--- src/rtl/pc_pkg.sv ---
// Shared constants and next-PC source encoding for the program-counter unit.
package pc_pkg;

    localparam int INSN_BYTES = 4;

    typedef enum logic [2:0] {
        SEL_SEQ,
        SEL_BRANCH,
        SEL_REG,
        SEL_RAS,
        SEL_EXC,
        SEL_HOLD
    } pc_sel_e;

endpackage

--- src/rtl/pc_ras.sv ---
// Circular return-address stack: a push when full overwrites the oldest entry.
module pc_ras #(
    parameter int ADDR_W = 64,
    parameter int DEPTH  = 4
) (
    input  logic              clk,
    input  logic              reset,
    input  logic              push,
    input  logic              pop,
    input  logic [ADDR_W-1:0] din,
    output logic [ADDR_W-1:0] top,
    output logic              empty,
    output logic              full
);

    localparam int PW = $clog2(DEPTH);

    logic [DEPTH-1:0][ADDR_W-1:0] mem;
    logic [PW-1:0]                ptr;
    logic [PW-1:0]                top_idx;
    logic [PW:0]                  count;
    logic                         do_pop;

    // ptr is the next free slot; once the stack wraps it also marks the oldest entry
    assign top_idx = ptr - PW'(1);
    assign top     = mem[top_idx];
    assign empty   = (count == '0);
    assign full    = (count == (PW+1)'(DEPTH));
    assign do_pop  = pop & ~empty;

    always_ff @(posedge clk) begin
        if (reset) begin
            ptr   <= '0;
            count <= '0;
            for (int i = 0; i < DEPTH; i++) mem[i] <= '0;
        end else if (push && do_pop) begin
            mem[top_idx] <= din;
        end else if (push) begin
            mem[ptr] <= din;
            ptr      <= ptr + PW'(1);
            if (!full) count <= count + (PW+1)'(1);
        end else if (do_pop) begin
            ptr   <= top_idx;
            count <= count - (PW+1)'(1);
        end
    end

endmodule

--- src/rtl/pc_sequencer.sv ---
// Registered program counter with branch, register-indirect, RAS-return and exception redirect.
module pc_sequencer
    import pc_pkg::*;
#(
    parameter int              ADDR_W    = 64,
    parameter logic [ADDR_W-1:0] RESET_VEC = '0,
    parameter logic [ADDR_W-1:0] EXC_VEC   = 'h180,
    parameter int              RAS_DEPTH = 4
) (
    input  logic              clk,
    input  logic              reset,
    input  logic              stall,
    input  logic              exc_req,
    input  logic [ADDR_W-1:0] imm_offset,
    input  logic              branch,
    input  logic              zero,
    input  logic              uncond_branch,
    input  logic              link,
    input  logic              ret,
    input  logic              use_reg_target,
    input  logic [ADDR_W-1:0] reg_target,
    output logic [ADDR_W-1:0] pc,
    output logic [ADDR_W-1:0] pc_plus4,
    output logic [ADDR_W-1:0] link_addr,
    output logic              ras_empty,
    output logic              ras_full,
    output logic              misalign
);

    pc_sel_e           sel;
    logic [ADDR_W-1:0] pc_nxt;
    logic [ADDR_W-1:0] br_tgt;
    logic [ADDR_W-1:0] reg_tgt;
    logic [ADDR_W-1:0] ras_top;
    logic              taken;
    logic              ras_push;
    logic              ras_pop;
    logic              mis_nxt;

    assign pc_plus4  = pc + ADDR_W'(INSN_BYTES);
    assign link_addr = pc_plus4;
    assign br_tgt    = pc + (imm_offset << 2);
    assign reg_tgt   = {reg_target[ADDR_W-1:2], 2'b00};
    assign taken     = (branch & zero) | uncond_branch;

    // RAS only moves on cycles that actually advance the PC
    assign ras_push = uncond_branch & link & ~stall & ~exc_req;
    assign ras_pop  = ret & ~ras_empty & ~stall & ~exc_req;

    pc_ras #(.ADDR_W(ADDR_W), .DEPTH(RAS_DEPTH)) u_ras (
        .clk   (clk),
        .reset (reset),
        .push  (ras_push),
        .pop   (ras_pop),
        .din   (pc_plus4),
        .top   (ras_top),
        .empty (ras_empty),
        .full  (ras_full)
    );

    always_comb begin
        sel = SEL_SEQ;
        if (exc_req)             sel = SEL_EXC;
        else if (stall)          sel = SEL_HOLD;
        else if (ret)            sel = ras_empty ? SEL_REG : SEL_RAS;
        else if (use_reg_target) sel = SEL_REG;
        else if (taken)          sel = SEL_BRANCH;
    end

    always_comb begin
        pc_nxt  = pc;
        mis_nxt = 1'b0;
        case (sel)
            SEL_SEQ:    pc_nxt = pc_plus4;
            SEL_BRANCH: pc_nxt = br_tgt;
            SEL_REG: begin
                pc_nxt  = reg_tgt;
                mis_nxt = (reg_target[1:0] != 2'b00);
            end
            SEL_RAS:    pc_nxt = ras_top;
            SEL_EXC:    pc_nxt = EXC_VEC;
            SEL_HOLD: begin
                pc_nxt  = pc;
                mis_nxt = misalign;
            end
            default:    pc_nxt = pc;
        endcase
    end

    always_ff @(posedge clk) begin
        if (reset) begin
            pc       <= RESET_VEC;
            misalign <= 1'b0;
        end else begin
            pc       <= pc_nxt;
            misalign <= mis_nxt;
        end
    end

endmodule
--- config.mk ---
export PLATFORM = sky130hd
export DESIGN_NAME = pc_sequencer
export DESIGN_NICKNAME = d
export VERILOG_FILES = /design/src/rtl/pc_pkg.sv /design/src/rtl/pc_ras.sv /design/src/rtl/pc_sequencer.sv
export SDC_FILE = /design/constraint.sdc
export NUM_CORES = 1
export LEC_CHECK = 0
export CAP_MARGIN = 20
export CORE_ASPECT_RATIO = 1.75
export CORE_MARGIN = 4
export CORE_UTILIZATION = 25
export CTS_CLUSTER_DIAMETER = 100
export DETAILED_ROUTE_END_ITERATION = 10
export GPL_TIMING_DRIVEN = 0
export SLEW_MARGIN = 20
export SYNTH_ARGS = -nofsm -noshare
export SYNTH_HDL_FRONTEND = slang
export SYNTH_SLANG_ARGS = --single-unit
export TNS_END_PERCENT = 50
--- constraint.sdc ---
create_clock -name clk -period 5.3 [get_ports clk]
set_input_delay 1.59 -clock clk [delete_from_list [all_inputs] [get_ports clk]]
set_output_delay 1.59 -clock clk [all_outputs]
set_load 0.01 [all_outputs]
Word level (Yosys, flattened, before mapping)
Cells that the tools add are included.
{ "op_classes": {"n_reduce_logical": 11, "eq_ne": 7, "muxes": 23, "n_addsub": 6, "bitwise_logic": 13, "order_cmp": 4} }
{ "ops": {"columns": ["cell", "n"], "rows": [
  ["$bwmux W256", 2],
  ["$mux W256", 2],
  ["$pmux W64 S5", 1],
  ["$demux W64 S2", 2],
  ["$mux W64", 3],
  ["$bmux W64 S2", 1],
  ["$add A64 B3 Y64 const B", 1],
  ["$add A64 B64 Y64", 1],
  ["$mux W3", 5],
  ["$eq A3 B3 Y1 const B", 3],
  ["$and A1 B1 Y1", 8],
  ["$mux W2", 4],
  ["$eq A3 B2 Y1 const B", 2],
  ["$logic_not A3 Y1", 2],
  ["$lt A2 B3 Y1 const B", 2],
  ["$reduce_bool A2 Y1", 3],
  ["$reduce_bool A5 Y1", 1],
  ["$ge A2 B1 Y1 const B", 2],
  ["$not A1 Y1", 4],
  ["$add A3 B1 Y3 const B", 1],
  ["$eq A3 B1 Y1 const B", 1],
  ["$logic_and A1 B1 Y1", 3],
  ["$reduce_and A3 Y1", 1],
  ["$sub A3 B1 Y3 const B", 1],
  ["other kinds (7)", 8]
]} }
{ "word_totals": {"out_inout_bits": 195, "wordCells": 72, "ff_bits": 326} }

Logic depth before layout (Yosys ltp)
{ "logic_depth": {"depth_word": 9, "ltp_mapped": 14} }

Modules after synthesis
A second synthesis with hierarchy kept.
{ "hier_totals": {"cells_unflattened": 2535, "hier_area_um2": 20721.1} }
{ "modules_own_cells": {"columns": ["mod", "area_each_um2", "instances", "seq_area_each_um2", "cells_each"], "rows": [
  ["pc_ras", 11703.7, 1, 5225.0, 1297],
  ["pc_sequencer", 9017.4, 1, 1301.2, 1238]
]} }

Worst setup path before layout
OpenSTA, ideal clock, no wires.
{ "synth_timing": {"kind": "input to register", "start": "in ret", "end": "reg u_ras.mem[246] (netlist bit)", "slack_ns": 0.777, "required_time_ns": 5.160, "setup_ns": 0.140, "stages": 13, "arrival_ns": 4.383, "path_cell_list": "nor2b_1 > nand2_1 > inv_1 > clkbuf_1 > clkbuf_1 > buf_1 > ha_1 > buf_1 > mux2i_1 > nor2_1 > clkbuf_1 > clkbuf_1 > a211oi_1"} }
{ "synth_via": {"elab_chain_cells": 6, "word_cells_on_any_way": 7, "classes_between": "mux (1); bitwise (4); reduce/logical (2)"} }
{ "synth_rtl": {"columns": ["item", "line_no", "text"], "rows": [
  ["from (decl)", "pc_sequencer.sv:19", "input logic ret,"],
  ["$and A1 B1 Y1 * (3 in a row)", "pc_sequencer.sv:48", "assign ras_pop = ret & ~ras_empty & ~stall & ~exc_req;"],
  ["$and A1 B1 Y1 *", "pc_ras.sv:29", "assign do_pop = pop & ~empty;"],
  ["$logic_and A1 B1 Y1 *", "pc_ras.sv:36", "end else if (push && do_pop) begin"],
  ["$mux W256 / $reduce_bool A2 Y1 (equally long branches)", null, null],
  ["to (signal, indexed assignment)", "pc_ras.sv:37", "mem[top_idx] <= din;"],
  ["to (signal, indexed assignment)", "pc_ras.sv:39", "mem[ptr] <= din;"],
  ["to (decl)", "pc_ras.sv:18", "logic [DEPTH-1:0][ADDR_W-1:0] mem;"]
]} }
Mark *: on every way between the ends. The rest lies on a longest branch, timed or not.
A chain may end at the register's enable or synchronous reset.

Final worst setup path
{ "layout_timing": {"start": "reg pc[13]", "end": "out link_addr[34]"} }
{ "layout_via": {"elab_chain_cells": 1} }
{ "layout_rtl": {"columns": ["item", "line_no", "text"], "rows": [
  ["from (decl)", "pc_sequencer.sv:22", "output logic [ADDR_W-1:0] pc,"],
  ["from (signal assigned)", "pc_sequencer.sv:95", "pc <= pc_nxt;"],
  ["$add A64 B3 Y64", "pc_sequencer.sv:40", "assign pc_plus4 = pc + ADDR_W'(INSN_BYTES);"],
  ["to (decl)", "pc_sequencer.sv:24", "output logic [ADDR_W-1:0] link_addr,"]
]} }
No other way between the ends.

==> impl_metrics.yaml <==
pwr:
  vdd.ir_drop.worst_mv: 0.181
  powerDensity_nw_per_um2: 261
  power_mw: 6.83
  p_leak_nw: 9.42
final_layout:
  layout-area-overhead-vs-synth_pct: 35.3
  n_antenna_cell: 0
  nFillCells: 8037
  final_cells: 3715
  final_layout_size_suffix_gt1_share_pct: 15.5
  nNetsFinal: 2880
routing:
  vias: 20300
  via_per_inst: 5.47
  drtAntennaViolNets: 0
  wire_per_inst_um: 25.2
  firstDrtPassIters: 5
  first_iter_violations: 2181
  wirelength_um: 93700
  drc: 0
synthesis:
  netlist_instances: 2267
  ys_warn_count: 0
  syn_area_um2: 19300
  synth_cell_types: 77
  ys.flop_type: "dfxtp_1"
  synth_edf_count: 0
  synth_fp_nets: 2475
  synthArstFlopShare_pct: 0
  avgSynthCellArea_um2: 8.52
  seq_area_frac_synth_pct: 33.8
  ys_seq_elements: 326
grt:
  grt_pass1_wl_um: 132000
  antenna_found_initial: 3
  grt_start_max_net_pins: 21
  grt_use_total_pct: 21.6
  grt_pass1_vias: 19400
  gr-total-overflow: 0
floorplanning:
  fp.dieArea_um2: 81900
  core-area_um2: 76500
  die_height_um: 376
  start_util_pct: 25.2
  rows: 134
  pin_count: 333
  die_w_um: 218
critical_path:
  start_kind: "flip-flop"
  worstPathMaxFanout: 6
  arrival_ps: 3690
  required_ps: 3710
  endpoint_kind: "output pin"
  crit_type: "reg -> out"
  crit_start: "pc[13]"
  reg2reg_from: "u_ras.ptr[0]"
  r2r_setup_slack_ps: 310
sta:
  maxSlewHeadroom_pct: 19.6
  hold_viol: 0
  rsz0062_at_grt: "true"
  setup_viol: 0
  tightest_slew_ps: 1210
  fin_ws_ps: 18.2
  final.setup.tns_ps: 0
  slew_viol_final: 0
  skew_ps: 16.7
  min_period_ps: 5280
  max_clock_freq_mhz: 189
  hold_ws_ps: 492
  timing.final.crit_share_pct: 99.7
cts:
  cts_hold_buf: 0
  numClockSinks: 326
  clk-insertion-delay-late_ps: 540
  cts_inserted_buffers: 34
  cts_root_buffer: "clkbuf_16"
  tritoncts: "yes"
  path_clk_slew_ps: 60
  h-tree-depth: 2
  cts_buffer_depth: 3
outcome:
  status: "completed"
hold_path:
  hp-class: "reg -> reg"
  worstHoldStart: "u_ras.mem[129]"
placement:
  dp_slack_ps: -2340
  hpwl_um: 73100
  portBuffers: 329
  place_inst: 3616
  gp_congestion: 0.945
job:
  cap_viol_max_count: 0
==> timing repair <==
action / 4_1_cts / 5_1_grt
setup endpoints to repair: 383 / 298
resized for setup: 142 / 76
pin swaps: 6 / 29
buffers inserted: 7 / 35
cloned: 0 / 1
==> cells in the mapped netlist (3+ instances only) <==
library cell	number	area, um2
nor2_1	383	1440
dfxtp_1	326	6530
a211oi_1	248	1860
clkbuf_1	158	593
a21oi_1	135	676
nand2_1	96	360
o21ai_0	91	455
inv_1	85	319
xnor2_1	71	622
ha_1	68	851
buf_4	66	495
mux4_2	64	1440
a221oi_1	50	438
nor3_1	48	240
xor2_1	46	403
nand4_1	31	194
nand3_1	25	125
a21o_1	23	173
mux2i_1	23	230
and3_1	17	106
a221o_1	15	150
a31oi_1	14	87.6
buf_1	13	48.8
o21ai_1	13	65.1
o21bai_1	13	97.6
a211oi_2	12	150
o21a_1	10	75.1
o22ai_1	10	62.6
nor2b_1	8	50.1
or3_1	8	50.1
and4_1	7	61.3
nand2b_1	6	37.5
o211ai_1	6	45.0
and2_1	5	31.3
a22oi_1	4	30.0
a41oi_1	4	35.0
or2_2	4	25.0
a311oi_1	3	26.3
and3_4	3	33.8
nand3_2	3	30.0
o21ba_2	3	30.0
o221ai_1	3	26.3
==> cell usage in the layout (no fill, tap or decap), drive strengths merged, types with 14 or more instances in the layout <==
cell           instances
a21oi                135
a221o                 15
mux4                  64
nor2                 387
xnor2                 74
a21o                  23
mux2i                 23
inv                   85
clkdlybuf4s50        312
clkbuf               203
a211oi               260
ha                    68
a221oi                50
and3                  20
o21ai                104
nand2                 96
nand4                 31
nand3                 28
buf                  124
nor3                  50
xor2                  48
a31oi                 14
dfxtp                326
==> final cells by class <==
class	instances	area [um2]	share of cell area [%]
buffer	237	1200	4.59
clock buffer	45	953	3.65
clock inverter	14	180	0.690
inverter	86	345	1.32
multi-input combinational	1615	11900	45.7
sequential	326	6590	25.2
tap	1020	1280	4.89
timing repair buffer	371	3630	13.9
timing repair inverter	1	5.00	0.0192
==> worst paths after layout <==
| path | end | depth (start not counted) |
|---|---|---|
| setup / recovery | link_addr[34] | 11 |
| hold / removal | u_ras.mem[129] | 2 |
| setup reg to reg | pc[17] | 11 |
| hold reg to reg | u_ras.mem[129] | 2 |
==> metrics by stage <==
stage	utilization [%]	instance area, um2
finish	34.2	26100
global route	34.2	26100
CTS	33.5	25600
detailed placement	31.3	23900
global placement	31.2	23900
floorplan	-	19300
==> worst max-delay path, stage by stage (launching register included) <==
cell and delay (ps):
dfxtp_4 370, nand4_1 130, or4_4 560, or4_4 530, or2_4 340, nor2_8 160
buf_6 120, nand3_4 90, xor2_4 280, clkinvlp_4 240, buf_4 190, buf_4 130
==> state kept, by name, summed over array words and instances, names as in the netlist <==
signal	count
u_ras.mem	256
pc	64
u_ras.count	3
u_ras.ptr	2
misalign	1
==> power breakdown <==
group / switching [mW] / internal, mW
Sequential: 0.117 / 2.51
Clock: 1.06 / 1.47
Combinational: 0.979 / 0.695
==> kinds of logic (layout without fill, tap and decap cells) <==
| kind of cell | Yosys count | count (layout) | share of synthesized area [%] |
|---|---|---|---|
| AO/OA/AOI/OAI | 671 | 671 | 23.9 |
| adder cells (fa/ha/maj) | 70 | 70 | 4.62 |
| AND/OR/NAND/NOR | 665 | 665 | 15.5 |
| multiplexers | 87 | 87 | 8.66 |
| buffers and inverters | 326 | 754 | 7.67 |
| XOR/XNOR | 122 | 122 | 5.85 |
| flip-flops | 326 | 326 | 33.8 |
==> routing by layer <==
metal	up-vias	GRT usage (%)	routed length, um
li1	8994	-	-
met3	284	3.93	8110
met2	1242	36.3	44100
met5	-	0	40
met4	4	12.5	6700
met1	9803	25.6	34700
(Power assumes the default switching activity.)
